## config.mk

```make
export PLATFORM = sky130hd
export DESIGN_NAME = hazard_stall_ctrl
export DESIGN_NICKNAME = d
export VERILOG_FILES = /design/src/rtl/hazard_stall_ctrl.sv
export SDC_FILE = /design/constraint.sdc
export NUM_CORES = 1
export LEC_CHECK = 0
export CORE_ASPECT_RATIO = 0.75
export CORE_UTILIZATION = 36
export DETAILED_ROUTE_END_ITERATION = 7
export PLACE_DENSITY = 0.75
export SYNTH_ARGS = -nofsm -noshare
export SYNTH_HDL_FRONTEND = slang
export SYNTH_SLANG_ARGS = --single-unit
```

## constraint.sdc

```tcl
create_clock -name clk -period 2 [get_ports clk]
set_input_delay 0.4 -clock clk [delete_from_list [all_inputs] [get_ports clk]]
set_output_delay 0.4 -clock clk [all_outputs]
set_load 0.005 [all_outputs]
```

## src/rtl/hazard_stall_ctrl.sv

```systemverilog
// ---------------------------------------------------------------------------
// hazard_stall_ctrl
//
// Stall/bubble controller for the 5-stage pipeline. It compares the D-stage
// operand needs (Tuse) with the in-flight producers in E and M (Tnew). It also
// tracks the multi-cycle multiply/divide unit with a busy-count FSM. When a
// stall is needed, it holds the PC and the F-to-D register, and it loads a
// bubble into the D-to-E register. The E-to-M and M-to-W registers are never
// held by this block.
//
// Parameters:
//   MULT_LAT  busy cycles after a mult/multu start
//   DIV_LAT   busy cycles after a div/divu start
//   CNT_W     busy counter width (must hold max(MULT_LAT, DIV_LAT))
//
// Ports:
//   clk, reset          clock, synchronous active-high reset
//   D_rs, D_rt          source register numbers of the D-stage instruction
//   D_tuse_rs/rt        cycles until D needs the operand (3 = unused)
//   D_is_md             D instruction uses the mult/div unit
//   E_wa, E_tnew        E-stage destination and cycles until its result is ready
//   M_wa, M_tnew        M-stage destination and cycles until its result is ready
//   E_md_start/E_md_div mult/div start in E (div = 1 selects the divide latency)
//   F_pause, D_pause    hold PC / F-to-D register
//   E_flush             insert a bubble into the D-to-E register
//   md_busy             mult/div unit occupied
//   stall_cycles        (only with STALL_CNT_EN) saturating count of stall cycles
//
// Optional feature macro: STALL_CNT_EN
// ---------------------------------------------------------------------------
module hazard_stall_ctrl #(
    parameter int MULT_LAT = 5,
    parameter int DIV_LAT  = 10,
    parameter int CNT_W    = 4
) (
    input  logic       clk,
    input  logic       reset,
    input  logic [4:0] D_rs,
    input  logic [4:0] D_rt,
    input  logic [1:0] D_tuse_rs,
    input  logic [1:0] D_tuse_rt,
    input  logic       D_is_md,
    input  logic [4:0] E_wa,
    input  logic [1:0] E_tnew,
    input  logic [4:0] M_wa,
    input  logic [1:0] M_tnew,
    input  logic       E_md_start,
    input  logic       E_md_div,
    output logic       F_pause,
    output logic       D_pause,
    output logic       E_flush,
    output logic       md_busy
`ifdef STALL_CNT_EN
    ,
    output logic [31:0] stall_cycles
`endif
);

    typedef enum logic {
        IDLE,
        BUSY
    } md_state_e;

    md_state_e        state_q, state_d;
    logic [CNT_W-1:0] cnt_q, cnt_d;

    logic stall_rs;
    logic stall_rt;
    logic stall_md;
    logic stall;

    assign md_busy = (state_q == BUSY);

    // Register 0 is never a real dependency. The W stage is always forwarded,
    // so only producers in E and M whose result is still too late can stall.
    always_comb begin
        stall_rs = (D_rs != 5'd0) &&
                   (((D_rs == E_wa) && (E_tnew > D_tuse_rs)) ||
                    ((D_rs == M_wa) && (M_tnew > D_tuse_rs)));
        stall_rt = (D_rt != 5'd0) &&
                   (((D_rt == E_wa) && (E_tnew > D_tuse_rt)) ||
                    ((D_rt == M_wa) && (M_tnew > D_tuse_rt)));
        // A mult/div start in E already occupies the unit for D's purposes.
        stall_md = D_is_md && (md_busy || E_md_start);
        stall    = !reset && (stall_rs || stall_rt || stall_md);
    end

    assign F_pause = stall;
    assign D_pause = stall;
    assign E_flush = stall;

    // Busy-count FSM. A start while BUSY is a protocol violation. It is ignored
    // so that the counter keeps running the operation already in flight.
    always_comb begin
        state_d = state_q;
        cnt_d   = cnt_q;
        case (state_q)
            IDLE: begin
                if (E_md_start) begin
                    cnt_d   = E_md_div ? CNT_W'(DIV_LAT) : CNT_W'(MULT_LAT);
                    state_d = BUSY;
                end
            end
            BUSY: begin
                if (cnt_q == CNT_W'(1)) begin
                    cnt_d   = '0;
                    state_d = IDLE;
                end else begin
                    cnt_d = cnt_q - CNT_W'(1);
                end
            end
            default: begin
                cnt_d   = '0;
                state_d = IDLE;
            end
        endcase
    end

    always_ff @(posedge clk) begin
        if (reset) begin
            state_q <= IDLE;
            cnt_q   <= '0;
        end else begin
            state_q <= state_d;
            cnt_q   <= cnt_d;
        end
    end

`ifdef STALL_CNT_EN
    logic [31:0] stall_cycles_q, stall_cycles_d;

    // Saturating count of the cycles in which the pipeline was stalled.
    always_comb begin
        stall_cycles_d = stall_cycles_q;
        if (stall && (stall_cycles_q != 32'hFFFF_FFFF)) begin
            stall_cycles_d = stall_cycles_q + 32'd1;
        end
    end

    always_ff @(posedge clk) begin
        if (reset) begin
            stall_cycles_q <= 32'd0;
        end else begin
            stall_cycles_q <= stall_cycles_d;
        end
    end

    assign stall_cycles = stall_cycles_q;
`endif

endmodule
```

Word-level counts from Yosys, hierarchy flattened
Index checks and enable logic that the tools add are counted.
- flip-flop bits (word level): 5
- bits in latches: 0
- RAM bits: 0
- memory bits (read-only): 0
- input port bits: 33
- memories: 0
- $add $sub $neg: 1
- multipliers: 0
- div/mod/pow operators: 0
- order comparisons: 4
- equal/unequal tests: 6
- shift operators: 0
- multiplexer cells: 7
- bitwise operators: 1
- reductions and logical operators: 16
- operator list (cell ; count):
    $eq 5x5->1 ; 4
    $mux 4 ; 3
    $reduce_bool 5->1 ; 2
    $gt 2x2->1 ; 4
    $logic_and 1x1->1 ; 8
    $pmux 4 s2 ; 1
    $logic_or 1x1->1 ; 5
    $eq 4x1->1 const B ; 1
    $sub 4x1->4 const B ; 1
    $mux 1 ; 2
    $ne 2x2->1 const B ; 1
    $pmux 1 s2 ; 1
    $logic_not 1->1 ; 1
    $not 1->1 ; 1

Depth between registers and ports, before layout
Gate-level depths: netlist of the first run.
- depth in word-level cells: 7
- gate-level depth with buffers: 8

Worst setup path after synthesis of the first run
Ideal clock, no wire load.
- path type: in2out
- start: in D_tuse_rt[1]
- end: out E_flush
- arrival time: 1.704 ns
- required time: 1.600 ns
- path slack: -0.104 ns
- stages: 6
- path through: inv_1 > ha_1 > a2111oi_4 > a21oi_1 > o311ai_2 > buf_4
- cells in the longest elaborated chain, start to end: 7
- elaborated cells between the ends (all ways): 9
- those cells by class: 2 x order compare; 7 x reduce/logical
- ends and longest elaborated chain (what ; line ; RTL):
    start: declaration ; 41 ; input logic [1:0] D_tuse_rt,
    $gt 2x2->1 (on tied branches) ; 81, 82 ;
    $logic_and 1x1->1 (on tied branches) ; 81, 82 ;
    $logic_or 1x1->1 (*) ; 81 ; (((D_rt == E_wa) && (E_tnew > D_tuse_rt)) ||
    $logic_and 1x1->1 (*) ; 80 ; stall_rt = (D_rt != 5'd0) &&
    $logic_or 1x1->1 (*) (2 in a row) ; 85 ; stall = !reset && (stall_rs || stall_rt || stall_md);
    $logic_and 1x1->1 (*) ; 85 ;
    end: declaration ; 51 ; output logic E_flush,
Every way passes the cells marked *; elsewhere a longest branch is shown, timed or not.

Final worst setup path of the first run
- start: in E_tnew[1]
- end: out D_pause
- cells in the longest elaborated chain, start to end: 7
- elaborated cells between the ends (all ways): 11
- those cells by class: 2 x order compare; 9 x reduce/logical
- ends and longest elaborated chain (what ; line ; RTL):
    start: declaration ; 44 ; input logic [1:0] E_tnew,
    $gt 2x2->1 (on tied branches) ; 78, 81 ;
    $logic_and 1x1->1 (on tied branches) ; 78, 81 ;
    $logic_or 1x1->1 (on tied branches) ; 78, 81 ;
    $logic_and 1x1->1 (on tied branches) ; 77, 80 ;
    $logic_or 1x1->1 (*) (2 in a row) ; 85 ;
    $logic_and 1x1->1 (*) ; 85 ;
    end: declaration ; 50 ; output logic D_pause,
Marked as above.

==> results of run 1 <==
-- final cells by class --
cell class	instances	share of cell area, %
clock buffers	4	1.90
inverters	10	3.25
repair buffers	53	31.2
multi-input cells	79	54.2
flip-flops and latches	5	7.22
well taps	24	2.17
-- registers in the layout (all words and copies together) (netlist names) --
signal / count
cnt_q: 4
md_busy: 1
-- power by group through the flow --
stage               registers, uW  clock network [uW]  logic (uW)
finish                        120                 119         297
detailed placement            122                   0         277
floorplan                     119                   0         140
global route                  121                 129         322
CTS                           120                 123         284
global placement              121                   0         273
-- cells by family (layout without fill, tap and decap cells) --
logic type / Yosys count / after routing / share of synthesized area (%)
flops: 5 / 5 / 13.1
simple gates: 31 / 31 / 20.2
compound gates: 18 / 18 / 19.7
buf+inv: 14 / 67 / 7.83
fa+ha+maj: 10 / 10 / 16.3
xor+xnor: 20 / 20 / 22.8
-- final timing paths --
check	endpoint	cells past startpoint	slack, ns	from
worst max-delay path	D_pause	6	-0.14	E_tnew[1]
worst max register to register	cnt_q[3]	4	0.76	cnt_q[0]
worst min-delay path	cnt_q[2]	2	0.53	cnt_q[2]
worst min register to register	cnt_q[2]	2	0.53	cnt_q[2]
-- Yosys cell counts (all sizes together) --
library cell | instances | area (um^2)
buf | 3 | 18.8
ha | 10 | 125
inv | 10 | 37.5
nand4 | 3 | 18.8
clkbuf | 1 | 3.75
dfxtp | 5 | 100
xor2 | 11 | 96.3
a211oi | 4 | 30.0
a2111oi | 1 | 27.5
a311oi | 1 | 8.76
nor2b | 2 | 12.5
a21oi | 9 | 56.3
nor2 | 11 | 41.3
nor4 | 3 | 18.8
xnor2 | 9 | 78.8
or3 | 1 | 6.26
a22oi | 1 | 7.51
nand2 | 4 | 15.0
or4 | 1 | 7.51
o311ai | 1 | 16.3
o21ai | 1 | 5.00
nor3 | 6 | 35.0
-- worst register-to-register path: cells and delay by family, from the launching register on --
family | cells | cell delay [ns]
and+or+nand+nor | 2 | 0.52
DFF | 1 | 0.34
AOI/OAI and AO/OA | 2 | 0.29
-- stage by stage --
| step | worst slack (ns) | std cells | TNS, ns | hold slack, ns |
|---|---|---|---|---|
| after detailed placement | -0.978 | 169 | -2.92 | 0.524 |
| after global placement | -0.952 | 169 | -2.85 | 0.508 |
| final | -0.139 | 175 | -0.413 | 0.531 |
| after global routing | -0.189 | 175 | -0.561 | 0.541 |
| after floorplan | 0.00359 | 98 | 0 | 0.489 |
| after CTS | -0.132 | 175 | -0.389 | 0.530 |
-- routing by layer --
metal / global-route usage (%) / vias up / wire [um]
met5: 0 / - / 0
met4: 7.50 / 0 / 25
met3: 2.16 / 4 / 151
met2: 38.8 / 36 / 1170
met1: 28.6 / 404 / 1070
li1: - / 450 / -
-- timing repair --
item | 4_1_cts | 5_1_grt
pin swaps | 24 | 7
setup endpoints to repair | 3 | 3
gates cloned | 0 | 0
gates resized for setup | 93 | 16
buffers inserted | 2 | 0
==> impl_results.md, run 1 <==
* Status: complete, but fails checks
* Failing checks: negative setup slack
* Height of the die at 42.0 um
* HPWL after DPL at 1860 um
* Synthesis Warnings at 0
* CTS Buffer Depth at 2
* Critical path arrival at 1.74 ns
* Register area share after synthesis at 13.1%
* Port bufs at 36
* IO Count at 37
* Clk root buf: clkbuf_4
* Antenna-violating nets left at 0
* Worst-path cell chain: buf_6 > ha_4 > a2111oi_4 > a21oi_2 > o311ai_2 > buf_2
* Endpoints failing setup at 3
* Pin slew with the least headroom to its limit at 0.306 ns
* Via/cell ratio at 5.11
* Htree depth at 1
* Clk_skew at 0.000101 ns
* Row count at 14
* Synth Cell Area at 767 um^2
* Min Tclk post-route at 2.14 ns
* Fmax achieved at 467 MHz
* Post-synthesis register bit count at 5
* Register area at 100 um^2
* RSZ-0062 raised after global routing: true
* 1st-iter DRT viols at 25
* Commonest non-fill, non-tap cell in the layout: buf_4
* Crit path buffers/inverters at 2
* Worst hold path class: flop to flop
* Post-layout net count at 195
* DP Area at 1290 um^2
* Placer Congestion at 0.861
* Final WS setup at -0.139 ns
* DR vias at 894
* Remaining Overflow, GRT at 0
* Yosys cell types at 25
* Antenna Cells at 0
* Die area at 2320 um^2
* Avg Inst Size Synth at 7.83 um^2
* First-pass GRT wire length at 4000 um
* Register share of total power at 22.5%
* Critical-path maximum fanout at 3
* Cell family with most CP delay: compound AO/OA/AOI/OAI gates
* Latest clock arrival within the worst-skew pair at 0.24 ns
* Die X at 55.3 um
* Post-synth net total at 141
* Clk sinks at 5
* Overall Power at 536 uW
* Multi-input gate area at 752 um^2
* P_leak at 0.000590 uW
* Commonest non-fill, non-tap cells in the layout: buf_4, dlygate4sd2_1, nor2_1
* Peak VDD IR at 0.249 mV
* Crit end category: output pin
* P&R area growth vs syn at 80.8%
* Num CTS Buffers at 3
* Wire per inst at 13.8 um
* Fin area at 1390 um^2
* Initial antenna violation count at 0
* Slowest Stage Delay on Critical Path at 0.37 ns
* Internal power at 344 uW
* DR DRC count at 0
* GRT Total Usage at 22.1%
* Clock Pin Slew Worst Setup and Hold Paths at 0.04 ns
* Final Cycle Share at 107%
* Initial core utilization at 38.1%
* Vias in the first global route at 902
* Final core utilization at 68.8%
* Total net switching power at 192 uW
* Logic pwr share at 55.3%
* DRT Wirelength at 2420 um
* Fraction of layout cells with a size suffix above 1 at 42.4%
* Final Hold Fails at 0
* Slowest-stage cell, CP: a2111oi_4
* Crit path kind: primary input to output pin
* PwrDens at 386 nW/um^2
* Core ar. at 2010 um^2
* Clock power share at 22.2%
* Filler cells at 172
* CP Launch Type: primary input
* Initial DRT Pass Iterations at 4
* Mapped Cells at 98
* Hold buffers post-CTS at 0
* Count of pins over their slew limit at 0
* CTS tree: yes
* Pin count of the biggest net entering global routing at 11
* Maxcap violations at 0
* Relative slew slack at 79.6%
* Critical Path RT at 1.60 ns
* Sw Ratio at 35.8%
(Power assumes the default switching activity.)
==> run 2: changes to the inputs <==
--- a/config.mk
+++ b/config.mk
@@ -5,6 +5,7 @@
 export SDC_FILE = /design/constraint.sdc
 export NUM_CORES = 1
 export LEC_CHECK = 0
+export CAP_MARGIN = 20
 export CORE_ASPECT_RATIO = 0.75
 export CORE_UTILIZATION = 36
 export DETAILED_ROUTE_END_ITERATION = 7
==> results of run 2 <==
Same layout as run 1: the final DEF is identical, and so are final timing and power.
